`config.mk`:
```
export PLATFORM = sky130hd
export DESIGN_NAME = vector_alu_issue
export DESIGN_NICKNAME = d
export VERILOG_FILES = /design/src/rtl/vector_alu_pkg.sv /design/src/rtl/vector_fwd_mux.sv /design/src/rtl/vector_alu_issue.sv
export SDC_FILE = /design/constraint.sdc
export NUM_CORES = 1
export LEC_CHECK = 0
export ABC_AREA = 1
export BUFFER_PORTS_ARGS = -buffer_cell sky130_fd_sc_hd__buf_2
export CAP_MARGIN = 20
export CORE_MARGIN = 10
export CORE_UTILIZATION = 35
export DETAILED_ROUTE_END_ITERATION = 8
export SYNTH_ARGS = -nofsm -noshare
export SYNTH_HDL_FRONTEND = slang
export SYNTH_SLANG_ARGS = --single-unit
```
`constraint.sdc`:
```
create_clock -name clk -period 9.18 [get_ports clk]
set_input_delay 0.459 -clock clk [delete_from_list [all_inputs] [get_ports clk]]
set_output_delay 0.459 -clock clk [all_outputs]
set_load 0.005 [all_outputs]
```
`src/rtl/vector_alu_pkg.sv`:
```
// Shared opcode constants, state encoding and default widths
// for the vector ALU issue stage.
package vector_alu_pkg;

  localparam int VA_DATA_W = 64;
  localparam int VA_ID_W   = 5;

  localparam logic [4:0] OP_ADD  = 5'b00000;
  localparam logic [4:0] OP_PASS = 5'b00001;
  localparam logic [4:0] OP_SUB  = 5'b00010;
  localparam logic [4:0] OP_AND  = 5'b00011;
  localparam logic [4:0] OP_OR   = 5'b00100;
  localparam logic [4:0] OP_XOR  = 5'b00101;
  localparam logic [4:0] OP_ADDS = 5'b00110;
  localparam logic [4:0] OP_SUBS = 5'b00111;
  localparam logic [4:0] OP_MUL  = 5'b01000;
  localparam logic [4:0] OP_MSW  = 5'b01001;
  localparam logic [4:0] OP_CMP  = 5'b01010;
  localparam logic [4:0] OP_NOP  = 5'b11111;

  typedef enum logic [1:0] {
    IDLE = 2'd0,
    BUSY = 2'd1,
    RESP = 2'd2
  } state_t;

endpackage

```
`src/rtl/vector_fwd_mux.sv`:
```
// Operand select: takes the forwarded result when the source id
// matches the last retired destination (id 0 never forwards).
module vector_fwd_mux
  import vector_alu_pkg::*;
#(
  parameter int DATA_W = VA_DATA_W,
  parameter int ID_W   = VA_ID_W
) (
  input  logic              fwd_valid,
  input  logic [ID_W-1:0]   fwd_id,
  input  logic [DATA_W-1:0] fwd_y,
  input  logic [ID_W-1:0]   src_id,
  input  logic [DATA_W-1:0] src,
  output logic [DATA_W-1:0] sel
);

  logic hit;

  assign hit = fwd_valid && (src_id == fwd_id) && (src_id != '0);
  assign sel = hit ? fwd_y : src;

endmodule

```
`src/rtl/vector_alu_issue.sv`:
```
// Issue/execute control ahead of the combinational vector ALU:
// holds ALU inputs for the op latency and returns the result.
module vector_alu_issue
  import vector_alu_pkg::*;
#(
  parameter int DATA_W  = VA_DATA_W,
  parameter int OP_W    = 5,
  parameter int ID_W    = VA_ID_W,
  parameter int MUL_LAT = 4
) (
  input  logic              clk,
  input  logic              rst,
  input  logic              in_valid,
  output logic              in_ready,
  input  logic [OP_W-1:0]   in_op,
  input  logic [DATA_W-1:0] in_r,
  input  logic [DATA_W-1:0] in_s,
  input  logic [ID_W-1:0]   in_r_id,
  input  logic [ID_W-1:0]   in_s_id,
  input  logic [ID_W-1:0]   in_dst_id,
  output logic [DATA_W-1:0] alu_r,
  output logic [DATA_W-1:0] alu_s,
  output logic [OP_W-1:0]   alu_op,
  input  logic [DATA_W-1:0] alu_y,
  output logic              out_valid,
  input  logic              out_ready,
  output logic [DATA_W-1:0] out_y,
  output logic [ID_W-1:0]   out_dst_id,
  output logic              out_err,
  output logic              busy
);

  localparam int CNT_W = (MUL_LAT > 1) ? $clog2(MUL_LAT) : 1;
  localparam logic [OP_W-1:0] NOP = OP_W'(OP_NOP);
  localparam logic [OP_W-1:0] MUL = OP_W'(OP_MUL);
  localparam logic [OP_W-1:0] MSW = OP_W'(OP_MSW);

  state_t            state;
  logic [CNT_W-1:0]  cnt;
  logic [ID_W-1:0]   dst_q;
  logic [DATA_W-1:0] fwd_y;
  logic [ID_W-1:0]   fwd_id;
  logic              fwd_valid;
  logic              last_was_mul;
  logic [DATA_W-1:0] r_sel;
  logic [DATA_W-1:0] s_sel;

  vector_fwd_mux #(.DATA_W(DATA_W), .ID_W(ID_W)) u_fwd_r (
    .fwd_valid (fwd_valid),
    .fwd_id    (fwd_id),
    .fwd_y     (fwd_y),
    .src_id    (in_r_id),
    .src       (in_r),
    .sel       (r_sel)
  );

  vector_fwd_mux #(.DATA_W(DATA_W), .ID_W(ID_W)) u_fwd_s (
    .fwd_valid (fwd_valid),
    .fwd_id    (fwd_id),
    .fwd_y     (fwd_y),
    .src_id    (in_s_id),
    .src       (in_s),
    .sel       (s_sel)
  );

  assign in_ready  = (state == IDLE);
  assign out_valid = (state == RESP);
  assign busy      = (state != IDLE);

  // alu_op doubles as the latched opcode: it is only non-NOP in BUSY
  always_ff @(posedge clk or posedge rst) begin
    if (rst) begin
      state        <= IDLE;
      cnt          <= '0;
      dst_q        <= '0;
      alu_r        <= '0;
      alu_s        <= '0;
      alu_op       <= NOP;
      out_y        <= '0;
      out_dst_id   <= '0;
      out_err      <= 1'b0;
      fwd_y        <= '0;
      fwd_id       <= '0;
      fwd_valid    <= 1'b0;
      last_was_mul <= 1'b0;
    end else begin
      unique case (state)
        IDLE: begin
          if (in_valid && (in_op != NOP)) begin
            dst_q  <= in_dst_id;
            alu_op <= in_op;
            alu_r  <= r_sel;
            alu_s  <= s_sel;
            cnt    <= (in_op == MUL) ? CNT_W'(MUL_LAT - 1) : '0;
            state  <= BUSY;
          end
        end
        BUSY: begin
          if (cnt == '0) begin
            out_y        <= alu_y;
            out_dst_id   <= dst_q;
            out_err      <= (alu_op == MSW) && !last_was_mul;
            last_was_mul <= (alu_op == MUL);
            alu_op       <= NOP;
            state        <= RESP;
          end else begin
            cnt <= cnt - 1'b1;
          end
        end
        RESP: begin
          if (out_ready) begin
            fwd_y     <= out_y;
            fwd_id    <= out_dst_id;
            fwd_valid <= (out_dst_id != '0);
            state     <= IDLE;
          end
        end
        default: state <= IDLE;
      endcase
    end
  end

endmodule

```
==> flow_metrics.tcl, run 1 <==
set metrics [dict create \
    ir_worst_vdd_v 0.000211 \
    slew_headroom 0.307 \
    final_nets 2266 \
    die_area_um2 46900 \
    post-dp-hpwl_um 34000 \
    routedWlPerCell_um 19.3 \
    skew_ns 0.0196 \
    yosys.area.top_type "dfrtp_1" \
    synth_cells 1686 \
    worst_slew_pin_slew_ns 1.04 \
    status "complete, no violations" \
    numPortBuffers 421 \
    die_width_um 217 \
    hold_class "input pin to async pin" \
    wl_met2_um 24100 \
    postCtsSetupRepairBufs 0 \
    firstDrtPassIters 5 \
    route.met3.wl_um 3530 \
    yosys_warnings 0 \
    drt-initial-drc-count 1123 \
    vias_per_cell 4.91 \
    hold_viol 0 \
    wl_met1_um 21200 \
    worstPathArrival_ns 3.73 \
    fill_cells 3890 \
    rows 71 \
    crit_path_top_delay_cell "inv_4" \
    wl_um 49900 \
    cts_hold_buf 0 \
    path_clk_slew_ns 0.06 \
    cts_resized 0 \
    cts_tree "yes" \
    cp_data_required_time_ns 9.65 \
    htree_levels 2 \
    clock-sinks 283 \
    netlist.area_leader.share 0.515 \
    synth_area_um2 13500 \
    clockBufferDepth 3 \
    drc_errors 0 \
    synthMuxAreaShare 0 \
    setup_violations 0 \
    layout_min_cycle_time_ns 3.26 \
    numCtsBuffers 35 \
    grt_pass1_wl_um 77200 \
    synth_cell_types 28 \
    grt_max_degree 152 \
    slowest_delay_ns 0.90 \
    fmax_ghz 0.307 \
    synth-seq-cells 283 \
    ant_nets 0 \
    drive_gt1_frac 0.251 \
    synth_compound_area_frac 0.0585 \
    cp-end-kind "flip-flop" \
    post_dp_cell_area_um2 15700 \
    final_cell_area_um2 16800 \
    crit_fanout 71 \
    synth_top_family_by_area "simple AND/OR/NAND/NOR gates" \
    maxCapViolCount 0 \
    dr_total_vias 12700 \
    initial_core_util 0.357 \
    synthTopCellsByArea "dfrtp_1 51%, nand2_1 16%, inv_1 7.6%" \
    fin_setup_tns_ns 0 \
    grt_overflow_total 0 \
    clock_latency_ns 0.54 \
    maxUsedRoutingLayer "met4" \
    gp_routability_congestion 0.836 \
    synthToLayoutAreaGrowth_pct 24.2 \
    synthAdderAreaFrac 0.000926 \
    syn_area_per_cell_um2 8.02 \
    cts_root_buffer "clkbuf_16" \
    rsz0062_at_grt "no" \
    power_leakage_nw 9.44 \
    antenna_found_initial 2 \
    synth_fp_nets 1903 \
    cp-start-kind "flip-flop" \
    reg2reg_depth 6 \
    synth-xor-area-share 0.00130 \
    p_per_area_nw_per_um2 343 \
    grt_util_all_layers 0.208 \
    die_h_um 217 \
    yosysSeqAreaShare 0.524 \
    finalMaxSlewViolations 0 \
    worstSetupPathType "flip-flop to flip-flop" \
    coreArea_um2 37800 \
    ios 422 \
    min_period_over_period 0.355 \
    grt_pass1_vias 13000 \
    crit_chain "nor2_2 -> nand3_4 -> inv_4 -> buf_4 -> nand3_1 -> nand2_1" \
    synth_simple_gate_area_frac 0.278 \
]
## layer usage
metal  vias to the layer above  track usage
met1                      6129        0.263
li1                       6033            -
met4                         0       0.0664
met3                        59       0.0476
met2                       486        0.345
met5                         -            0
## state kept, by name, summed over array words and instances (netlist names), 2 cells and up
register	count
fwd_y	64
out_y	64
out_dst_id	5
alu_s	64
alu_r	64
dst_q	5
fwd_id	5
cnt	2
alu_op	5
state	2
## kinds of logic after synthesis
kind of cell / count (synthesis)
flip-flops: 283
XOR/XNOR: 2
AO/OA/AOI/OAI: 155
buffers and inverters: 395
adder cells (fa/ha/maj): 1
AND/OR/NAND/NOR: 850
## critical path: cells and delay by family, from the launching register on
| family | cells | cell delay [ns] |
|---|---|---|
| buffers and inverters | 2 | 1.67 |
| and+or+nand+nor | 4 | 1.05 |
| DFF | 1 | 0.42 |
## Yosys cell counts
master / number
o22a_1: 3
o31ai_1: 1
buf_4: 27
nand4_1: 130
xor2_1: 2
nor2_4: 3
nor3_1: 1
ha_1: 1
nand3_2: 1
clkinv_1: 2
nand3_1: 130
dfrtp_1: 278
o21ai_1: 77
inv_1: 274
nor2_2: 4
nand3_4: 2
nor2_1: 10
nand2_2: 4
buf_1: 2
clkbuf_1: 11
o22ai_1: 1
buf_6: 28
buf_2: 44
nand2_1: 565
inv_2: 7
o21ai_0: 70
a21oi_1: 3
dfstp_2: 5
## layout by cell type (no fill, tap or decap), drive strengths merged, types with 2 or more instances in the layout
cell / n
nand3: 133
o22a: 3
nand4: 130
nor2: 17
diode: 4
o21ai: 147
buf: 438
a21oi: 3
dfrtp: 278
clkinv: 6
nand2: 569
clkbuf: 53
inv: 285
xor2: 2
dfstp: 5
## report_power, final
group	switching [mW]	internal, mW	total, mW
logic	1.46	0.760	2.22
clock network	0.551	0.802	1.35
registers	0.348	1.84	2.19
total	2.35	3.40	5.76
## per-stage QoR
stage	hold slack, ns	std cells	setup WS [ns]	util	power (mW)
floorplan	0.449	1686	0.922	-	3.46
global placement	0.459	2523	5.53	0.414	4.39
detailed placement	0.461	2523	5.55	0.414	4.44
CTS	0.102	2586	5.89	0.443	5.82
global route	0.114	2588	5.57	0.443	6.20
finish	0.0994	2590	5.92	0.443	5.76
## final timing paths
check	start	end	slack, ns
max in group asynchronous	rst	fwd_y[14]	7.70
min reg2reg	alu_s[5]	alu_s[5]	0.47
max	state[0]	alu_r[54]	5.92
min in group clk	alu_y[58]	out_y[58]	0.14
min	rst	out_y[48]	0.1
max reg2reg	state[0]	alu_r[54]	5.92
## final cells by class
| class | instances | area [um2] | share of cell area |
|---|---|---|---|
| flip-flops and latches | 283 | 7090 | 0.422 |
| multi-input cells | 1008 | 4610 | 0.275 |
| repair buffers | 438 | 2250 | 0.134 |
| inverters | 283 | 1070 | 0.0639 |
| clock buffers | 53 | 1020 | 0.0610 |
| well taps | 511 | 639 | 0.0381 |
| clock inverters | 10 | 92.6 | 0.00552 |
| diodes | 4 | 10.0 | 0.000596 |
No activity file was read; power rests on OpenSTA's default activity.
==> run 2, diff against run 1 <==
- clock period: 9.18 -> 3.25 ns (I/O delays scaled with it)
==> flow_metrics.tcl, run 2 (synthesis results as in run 1) <==
set metrics [dict create \
    cts_resized 0 \
    fill_cells 3607 \
    firstDrtPassIters 5 \
    p_sw_frac 0.402 \
    drc_errors 0 \
    skew_ns 0.0126 \
    drive_gt1_frac 0.228 \
    gp_routability_congestion 0.858 \
    instances_no_fill 2794 \
    synthToLayoutAreaGrowth_pct 39.9 \
    drt-initial-drc-count 959 \
    htree_levels 2 \
    grt_pass1_wl_um 79600 \
    hold_ws_ns 0.230 \
    path_clk_slew_ns 0.06 \
    seq_power_share 0.372 \
    final_util 0.500 \
    antenna_found_initial 6 \
    initial_core_util 0.357 \
    min_period_over_period 0.646 \
    p_per_area_nw_per_um2 877 \
    grt_util_all_layers 0.211 \
    die_area_um2 46900 \
    slew_headroom 0.356 \
    status "complete, no violations" \
    coreArea_um2 37800 \
    routedWlPerCell_um 18.2 \
    cts_tree "yes" \
    post-place-ws_ns 1.10 \
    post_dp_cell_area_um2 15700 \
    clock-sinks 283 \
    layout_min_cycle_time_ns 2.10 \
    cp_data_required_time_ns 3.69 \
    ir_worst_vdd_v 0.000490 \
    hold_viol 0 \
    finalMaxSlewViolations 0 \
    grt_overflow_total 0 \
    numCtsBuffers 35 \
    layout_commonest_cell "nand2_1" \
    cts_root_buffer "clkbuf_16" \
    pwr-share-clk 0.236 \
    cp-start-kind "flip-flop" \
    crit_fanout 26 \
    power_mw 16.6 \
    worstSetupPathType "flip-flop to flip-flop" \
    die_width_um 217 \
    worst_slew_pin_slew_ns 0.966 \
    post-dp-hpwl_um 33500 \
    maxCapViolCount 0 \
    fin_ws_ns 1.15 \
    power_leakage_nw 10.3 \
    dr_total_vias 13500 \
    final_nets 2471 \
    hold_class "input pin to async pin" \
    dpl.cell_count 2524 \
    numPortBuffers 421 \
    rows 71 \
    worstPathArrival_ns 2.54 \
    final_cell_area_um2 18900 \
    intPower_mw 9.92 \
    p_comb_frac 0.392 \
    ios 422 \
    clock_latency_ns 0.53 \
    fin_setup_tns_ns 0 \
    setup_violations 0 \
    most-common-layout-cells "563 x nand2_1, 421 x buf_2, 278 x dfrtp_1" \
    die_h_um 217 \
    p_sw_mw 6.66 \
    grt_max_degree 138 \
    wl_um 51000 \
    rsz0062_at_grt "no" \
    clockBufferDepth 3 \
    cp-end-kind "flip-flop" \
    vias_per_cell 4.83 \
    reg2reg_depth 7 \
    fmax_ghz 0.477 \
    ant_nets 0 \
    grt_pass1_vias 14000 \
]
[run 2: changes by cell type in the layout (fill, tap and decap cells not counted), sizes merged]
cell / previous run / this run
buf: 438 / 439
bufinv: 1 / 2
clkbuf: 53 / 52
clkinvlp: 1 / 2
diode: 4 / 6
dlygate4sd3: 0 / 204
inv: 285 / 281
[run 2: timing repair]
action | 4_1_cts | 5_1_grt
hold buffers | 204 | 0
buffers inserted | 0 | 0
hold endpoints to repair | 220 | 0
[run 2: worst paths after layout]
check | start | to | slack (ns)
max | cnt[0] | out_y[37] | 1.15
min reg2reg | alu_s[3] | alu_s[3] | 0.47
min | rst | alu_s[0] | 0.23
max in group asynchronous | rst | alu_s[40] | 1.86
max reg2reg | cnt[0] | out_y[37] | 1.15
min in group clk | in_valid | dst_q[4] | 0.25
[run 2: power groups by stage]
stage	clock network, mW	registers, mW	logic [mW]
3_5_place_dp	0	6.17	6.33
5_1_grt	4.16	6.35	7.28
4_1_cts	4.02	6.15	6.54
3_3_place_gp	0	6.15	6.21
6_report	3.91	6.16	6.51
2_1_floorplan	0	6.14	3.64
[run 2: metal layers]
layer | track usage | wire length (um) | share of wire
met1 | 0.261 | 21200 | 0.42
met2 | 0.350 | 24700 | 0.48
met3 | 0.0440 | 3330 | 0.065
met4 | 0.0928 | 1750 | 0.034
met5 | 0 | 0 | 0
[run 2: layout make-up]
class	count	area, um2	area share
clock buffer	52	1040	0.0551
clock inverter	8	96.3	0.00509
multi-input combinational	1008	4600	0.243
tap	511	639	0.0338
antenna	6	15.0	0.000794
sequential	283	7090	0.375
inverter	283	1070	0.0565
timing repair buffer	643	4360	0.230
[run 2: worst max-delay path: stages, from the launching register on]
cell and delay [ns]:
dfrtp_1 0.38, inv_1 0.08, ha_1 0.17, inv_1 0.07, nor2_4 0.68, buf_4 0.42
nand2_1 0.10, o21ai_1 0.10
